## src/rtl/vc_arbiter.sv

```systemverilog
`default_nettype none
// ============================================================================
//  Module   : vc_arbiter
//  Purpose  : Weighted round-robin arbiter between two virtual-channel FIFOs.
//             Issues combinational pops and a registered mux selector /
//             valid pair aligned with the FIFOs' one-cycle read latency.
//  Revision : 1.0 - initial release
// ============================================================================
module vc_arbiter #(
    parameter int WEIGHT = 4,
    parameter int CW     = 3
) (
    input  logic clk,
    input  logic reset_L,
    input  logic empty0,
    input  logic empty1,
    input  logic stall,
    output logic pop0,
    output logic pop1,
    output logic selector,
    output logic valid_out
);

    localparam logic [CW-1:0] c_weight = CW'(WEIGHT);
    localparam logic [CW-1:0] c_one    = CW'(1);

    typedef enum logic [1:0] {
        IDLE   = 2'd0,
        SERVE0 = 2'd1,
        SERVE1 = 2'd2
    } state_t;

    state_t          r_state;
    logic [CW-1:0]   r_count;
    logic            r_last;
    logic            r_selector;
    logic            r_valid_out;
    logic            w_grant0;
    logic            w_grant1;

    // Grant decision: qualified by current empty flags, blocked by stall/reset.
    always_comb begin
        w_grant0 = 1'b0;
        w_grant1 = 1'b0;
        if (!reset_L && !stall) begin
            case (r_state)
                IDLE: begin
                    if (r_last) begin
                        if (!empty0)      w_grant0 = 1'b1;
                        else if (!empty1) w_grant1 = 1'b1;
                    end else begin
                        if (!empty1)      w_grant1 = 1'b1;
                        else if (!empty0) w_grant0 = 1'b1;
                    end
                end
                SERVE0: begin
                    if (!empty0 && ((r_count < c_weight) || empty1)) w_grant0 = 1'b1;
                    else if (!empty1)                                  w_grant1 = 1'b1;
                end
                SERVE1: begin
                    if (!empty1 && ((r_count < c_weight) || empty0)) w_grant1 = 1'b1;
                    else if (!empty0)                                  w_grant0 = 1'b1;
                end
                default: begin
                    w_grant0 = 1'b0;
                    w_grant1 = 1'b0;
                end
            endcase
        end
    end

    // FSM, burst counter, last-served VC and registered mux outputs.
    always_ff @(posedge clk or posedge reset_L) begin
        if (reset_L) begin
            r_state     <= IDLE;
            r_count     <= '0;
            r_last      <= 1'b1;
            r_selector  <= 1'b0;
            r_valid_out <= 1'b0;
        end else if (stall) begin
            // Arbitration frozen; only the output valid drops.
            r_valid_out <= 1'b0;
        end else if (w_grant0) begin
            r_state     <= SERVE0;
            r_last      <= 1'b0;
            r_selector  <= 1'b0;
            r_valid_out <= 1'b1;
            if (r_state == SERVE0)
                r_count <= (r_count == c_weight) ? r_count : r_count + c_one;
            else
                r_count <= c_one;
        end else if (w_grant1) begin
            r_state     <= SERVE1;
            r_last      <= 1'b1;
            r_selector  <= 1'b1;
            r_valid_out <= 1'b1;
            if (r_state == SERVE1)
                r_count <= (r_count == c_weight) ? r_count : r_count + c_one;
            else
                r_count <= c_one;
        end else begin
            // Both VCs empty: fall back to IDLE, keep selector and last.
            r_state     <= IDLE;
            r_count     <= '0;
            r_valid_out <= 1'b0;
        end
    end

    assign pop0      = w_grant0;
    assign pop1      = w_grant1;
    assign selector  = r_selector;
    assign valid_out = r_valid_out;

endmodule
`default_nettype wire

```

## config.mk

```make
export PLATFORM = sky130hd
export DESIGN_NAME = vc_arbiter
export DESIGN_NICKNAME = d
export VERILOG_FILES = /design/src/rtl/vc_arbiter.sv
export SDC_FILE = /design/constraint.sdc
export NUM_CORES = 1
export LEC_CHECK = 0
export ABC_AREA = 1
export BUFFER_PORTS_ARGS = -buffer_cell sky130_fd_sc_hd__clkbuf_2
export CAP_MARGIN = 0
export CORE_MARGIN = 3
export CORE_UTILIZATION = 30
export DETAILED_ROUTE_END_ITERATION = 6
export PLACE_DENSITY = 0.58
export SETUP_SLACK_MARGIN = 0.2
export SLEW_MARGIN = 20
export SYNTH_ARGS = -nofsm -noshare
export SYNTH_HDL_FRONTEND = slang
export SYNTH_SLANG_ARGS = --single-unit
export TNS_END_PERCENT = 5
```

## constraint.sdc

```tcl
create_clock -name clk -period 1.3 [get_ports clk]
set_input_delay 0.13 -clock clk [delete_from_list [all_inputs] [get_ports clk]]
set_output_delay 0.13 -clock clk [all_outputs]
set_load 0.02 [all_outputs]
```

# ---- After elaboration in Yosys (flattened, before gate mapping)
# Cells that the tools add are included.
dict set report word_totals {
  ff_bits 8
  in_bits 5
  out_inout_bits 4
  elab_cells 49
}
dict set report op_classes {
  n_addsub 1
  magnitude_cmp 1
  eq_ne 3
  mux 26
  n_bitwise 1
  n_reduce_logical 12
}
# cell count
set ops {}
lappend ops {{$mux W1} 17}
lappend ops {{$mux W3} 5}
lappend ops {{$pmux W1 S3} 2}
lappend ops {{$logic_not A1 Y1} 4}
lappend ops {{$mux W2} 2}
lappend ops {{$add A3 B1 Y3 const B} 1}
lappend ops {{$eq A3 B3 Y1 const B} 1}
lappend ops {{$logic_and A1 B1 Y1} 3}
lappend ops {{$lt A3 B3 Y1 const B} 1}
lappend ops {{$eq A2 B1 Y1 const B} 1}
lappend ops {{$eq A2 B2 Y1 const B} 1}
lappend ops {{$logic_not A2 Y1} 1}
lappend ops {{$logic_or A1 B1 Y1} 2}
lappend ops {{$reduce_and A2 Y1} 1}
lappend ops {{$reduce_bool A2 Y1} 1}
lappend ops {{$not A1 Y1} 1}

# ---- Depth between registers and ports, before layout
dict set report depth {
  ltp_word 9
  ltp_mapped 9
  depth_no_buf 9
}

# ---- Worst setup path after synthesis
# OpenSTA, ideal clock, no wires.
dict set report synth_timing {
  path_type {flip-flop to flip-flop}
  from {register r_last}
  to {register r_selector, in the netlist selector}
  setup_ps 113
  arrival_time_ps 1038
  required_ps 1187
  path_slack_ps 148
  path_stages_with_launch 8
  path_buffers 0
  synth_period_minus_slack_ps 1152
  path_cell_list {dfstp_2 inv_1 o21ai_1 nand3_2 nand2_4 nand2_1 nand2_1 inv_1}
}
dict set report synth_via {
  elab_chain_len 5
  word_cells_on_any_way 9
  classes_between {mux (7); reduce/logical (2)}
}
# item line
set synth_lines {}
lappend synth_lines {{start: declaration} 35} ;# logic r_last;
lappend synth_lines {{start signal: assignment} 77} ;# r_last <= 1'b1;
lappend synth_lines {{start signal: assignment} 85} ;# r_last <= 1'b0;
lappend synth_lines {{start signal: assignment} 94} ;# r_last <= 1'b1;
lappend synth_lines {{$mux W1} 48} ;# if (r_last) begin
lappend synth_lines {{$pmux W1 S3} 46} ;# case (r_state)
lappend synth_lines {{$mux W1} 45} ;# if (!reset_L && !stall) begin
lappend synth_lines {{$reduce_bool A2 Y1 (no line)} -}
lappend synth_lines {{$reduce_and A2 Y1 (no line)} -}
lappend synth_lines {{end signal: assignment} 78} ;# r_selector <= 1'b0;
lappend synth_lines {{end signal: assignment} 86} ;# r_selector <= 1'b0;
lappend synth_lines {{end signal: assignment} 95} ;# r_selector <= 1'b1;
lappend synth_lines {{end: declaration} 36} ;# logic r_selector;
# Several ways; a longest one is shown, not always the timed one.
# A chain may end at the register's enable or synchronous reset.

# ---- Worst setup path after layout
dict set report layout_timing {
  from {register r_state[1]}
  to {output pop1}
}
dict set report layout_via {
  elab_chain_len 3
  word_cells_on_any_way 5
  classes_between {eq/ne (2); mux (2); reduce/logical (1)}
}
# item line
set layout_lines {}
lappend layout_lines {{start: declaration} 33} ;# state_t r_state;
lappend layout_lines {{start signal: assignment} 75} ;# r_state <= IDLE;
lappend layout_lines {{start signal: assignment} 84} ;# r_state <= SERVE0;
lappend layout_lines {{start signal: assignment} 93} ;# r_state <= SERVE1;
lappend layout_lines {{$eq A2 B2 Y1 (tied with other cells)} 46}
lappend layout_lines {{$pmux W1 S3 (*)} 46}
lappend layout_lines {{$mux W1 (*)} 45}
lappend layout_lines {{end: declaration} 19} ;# output logic pop1,
# Every way passes the cells marked *; elsewhere a longest branch is shown, timed or not.

==> impl_metrics.tcl <==
set metrics [dict create \
    rr_worst_depth 9 \
    switching_share_pct 36.9 \
    start_util_pct 32.3 \
    power.internal_mw 0.629 \
    globalplace.congestion 0.739 \
    fp-row-count 15 \
    rsz0062_at_grt "true" \
    violations "setup timing" \
    final_nets 117 \
    die_y_um 49.3 \
    cp_data_arrival_time_ns 1.34 \
    synthesis.area_um2 563 \
    grt_pass1_vias 573 \
    cts_inserted_buffers 3 \
    p_sw_mw 0.368 \
    antenna_found_initial 0 \
    postSynthAreaPerCell_um2 6.87 \
    ir_worst_vdd_mv 0.834 \
    clockPowerShare_pct 19.5 \
    yosysTopAreaCellShare_pct 31.1 \
    drt_pass1_iterations 5 \
    grt_util_all_layers_pct 12.9 \
    max_freq_ghz 0.681 \
    rrSetupSlack_ns -0.16 \
    slew_viol_final 0 \
    combinationalPowerShare_pct 44.4 \
    hp-start "stall" \
    cts_tree "yes" \
    die_area_um2 2430 \
    status "complete, but fails checks" \
    drive_gt1_share_pct 43.1 \
    reg2reg_from "r_state[1]$_DFFE_PP0N_" \
    r2r_end "r_count[1]$_DFFE_PP0N_" \
    finalHoldViolCount 0 \
    htreeDepth 1 \
    p_per_area_nw_per_um2 1170 \
    flow.area_growth_from_synthesis_pct 51.6 \
    hpwlAfterDp_um 1000 \
    fin_crit_sh_pct 113 \
    maxSlewHeadroom_pct 83.2 \
    ant_nets 0 \
    grt_overflow 0 \
    period_needed_ns 1.47 \
    synth_top_area_cell "dfrtp_1" \
    syn_inst 82 \
    tightest_slew_ns 0.252 \
    hold-path-cell-count 3 \
    vias 582 \
    grt_max_degree 9 \
    timing.final.ws_setup_ns -0.169 \
    cp-end-kind "output pin" \
    pre_cts_ws_ns 0.00893 \
    required_ns 1.17 \
    drt_iter0_drc 7 \
    p_leak_nw 0.450 \
    avgRoutedWirePerCell_um 10.8 \
    portBuffers 8 \
    cts-root-buf "clkbuf_4" \
    synth-seq-cells 8 \
    hold_path_end "r_count[0]$_DFFE_PP0N_" \
    path_clk_slew_ns 0.05 \
    final_cell_count_no_fill 134 \
    wl_um 1440 \
    drc 0 \
    yosysUniqueCellTypes 15 \
    synthTopCellsByArea "dfrtp_1 31%, nand2_1 14%, inv_1 11%" \
    skew_ns 0.00533 \
    dp.cells 121 \
    worstSkewPairLatency_ns 0.25 \
    setup_viol 5 \
    grt_pass1_wl_um 2400 \
    max_cap_violations 0 \
    pwr-share-seq_pct 36.1 \
    criticalPathCategory "flip-flop to output pin" \
    synth_warnings 0 \
    core-area_um2 1750 \
    ios 9 \
    ys_seq_area_share_pct 35.8 \
    diodes 0 \
    hold_path.class "input port to flip-flop" \
    die_w_um 49.3 \
    critPathMaxFanout 5 \
    tns_ns -0.782 \
    start_kind "flip-flop" \
    clock-sinks 8 \
    vias_per_cell 4.34 \
    cts_buffer_depth 2 \
    synth_fp_nets 89 \
]
[stage by stage]
step | area (µm²) | util [%] | hold WS, ns | total power [mW]
after global routing | 853 | 48.9 | 0.187 | 1.08
after detailed placement | 696 | 39.9 | 0.113 | 0.680
after CTS | 821 | 47.0 | 0.166 | 0.962
after global placement | 696 | 39.9 | 0.109 | 0.673
after floorplan | 579 | - | -0.0470 | 0.577
final | 853 | 48.9 | 0.169 | 0.996
[layer usage]
layer | track usage, % | wire [µm]
met1 | 13.3 | 586
met2 | 23.9 | 780
met3 | 1.83 | 53
met4 | 8.53 | 21
met5 | 0 | 0
[final cells by class]
type	instances	area (µm²)
Clock buffer	4	26.3
Multi-Input combinational cell	53	338
Sequential cell	8	204
Tap cell	25	31.3
Fill cell	161	892
Inverter	21	78.8
Timing Repair Buffer	23	175
[Yosys cell counts, drive strengths merged]
master   n
nand2   22
inv     21
nand3   13
dfrtp    7
nor2     7
o21ai    4
nand4    3
ha       2
a211oi   1
a21oi    1
dfstp    1
[logic make-up (layout without fill, tap and decap cells)]
kind of cell,Yosys count,after routing,share of synthesized area [%]
AO/OA/AOI/OAI,6,6,6.67
adder cells (fa/ha/maj),2,2,4.44
buffers and inverters,21,48,14.0
flip-flops,8,8,35.8
AND/OR/NAND/NOR,45,45,39.1
[worst max-delay path, stage by stage, from the launching register on]
cell     delay [ns]
dfrtp_2        0.47
inv_2          0.08
nor2_4         0.12
nand2_2        0.08
nand3_4        0.10
nand2_4        0.06
inv_2          0.07
buf_8          0.11
[layout by cell type, fill, tap and decap left out]
master | synthesis | layout
nand2_1 | 21 | 18
inv_1 | 17 | 15
buf_4 | 0 | 14
nand3_1 | 10 | 10
inv_2 | 4 | 6
clkbuf_2 | 0 | 6
dfrtp_1 | 7 | 5
nor2_1 | 5 | 4
nor2_4 | 0 | 3
nand2_2 | 0 | 3
o21ai_1 | 4 | 3
nand4_1 | 3 | 3
clkbuf_4 | 0 | 3
nand3_4 | 0 | 2
ha_1 | 2 | 2
buf_8 | 0 | 2
dfrtp_2 | 0 | 2
a211oi_4 | 0 | 1
o21ai_2 | 0 | 1
nand2_4 | 1 | 1
nand3_2 | 3 | 1
a21oi_2 | 0 | 1
clkbuf_1 | 0 | 1
dlygate4sd3_1 | 0 | 1
dfstp_2 | 1 | 1
[power by group through the flow]
stage / clock network [mW] / registers (mW) / logic (mW)
floorplan: 0 / 0.371 / 0.206
global placement: 0 / 0.353 / 0.321
detailed placement: 0 / 0.356 / 0.323
CTS: 0.204 / 0.360 / 0.399
global route: 0.215 / 0.365 / 0.495
finish: 0.195 / 0.360 / 0.442
[worst max-delay path by stage]
stage | end | start | slack, ns | cells past startpoint
finish | pop1 | r_state[1]$_DFFE_PP0N_ | -0.17 | 7
detailed placement | pop0 | r_state[0]$_DFFE_PP0N_ | 0.009 | 6
floorplan | selector$_DFFE_PP0P_ | r_last$_DFFE_PP1P_ | 0.18 | 7
global route | pop1 | r_state[0]$_DFFE_PP0N_ | -0.24 | 7
CTS | pop0 | r_state[1]$_DFFE_PP0N_ | -0.17 | 7
global placement | pop0 | r_state[0]$_DFFE_PP0N_ | 0.03 | 6
[sequential cells by signal, indices dropped and copies added, names as in the netlist]
name / cells
r_count: 3
r_state: 2
r_last: 1
selector: 1
valid_out: 1
[timing repair]
| action | 4_1_cts | 5_1_grt |
|---|---|---|
| gates resized for setup | 9 | 6 |
| buffers inserted | 6 | 2 |
| hold buffers | 1 | 0 |
| hold endpoints to repair | 7 | 0 |
| pin swaps | 3 | 6 |
| endpoints found under the setup margin | 10 | 10 |
Power figures use the tool's default switching activity.
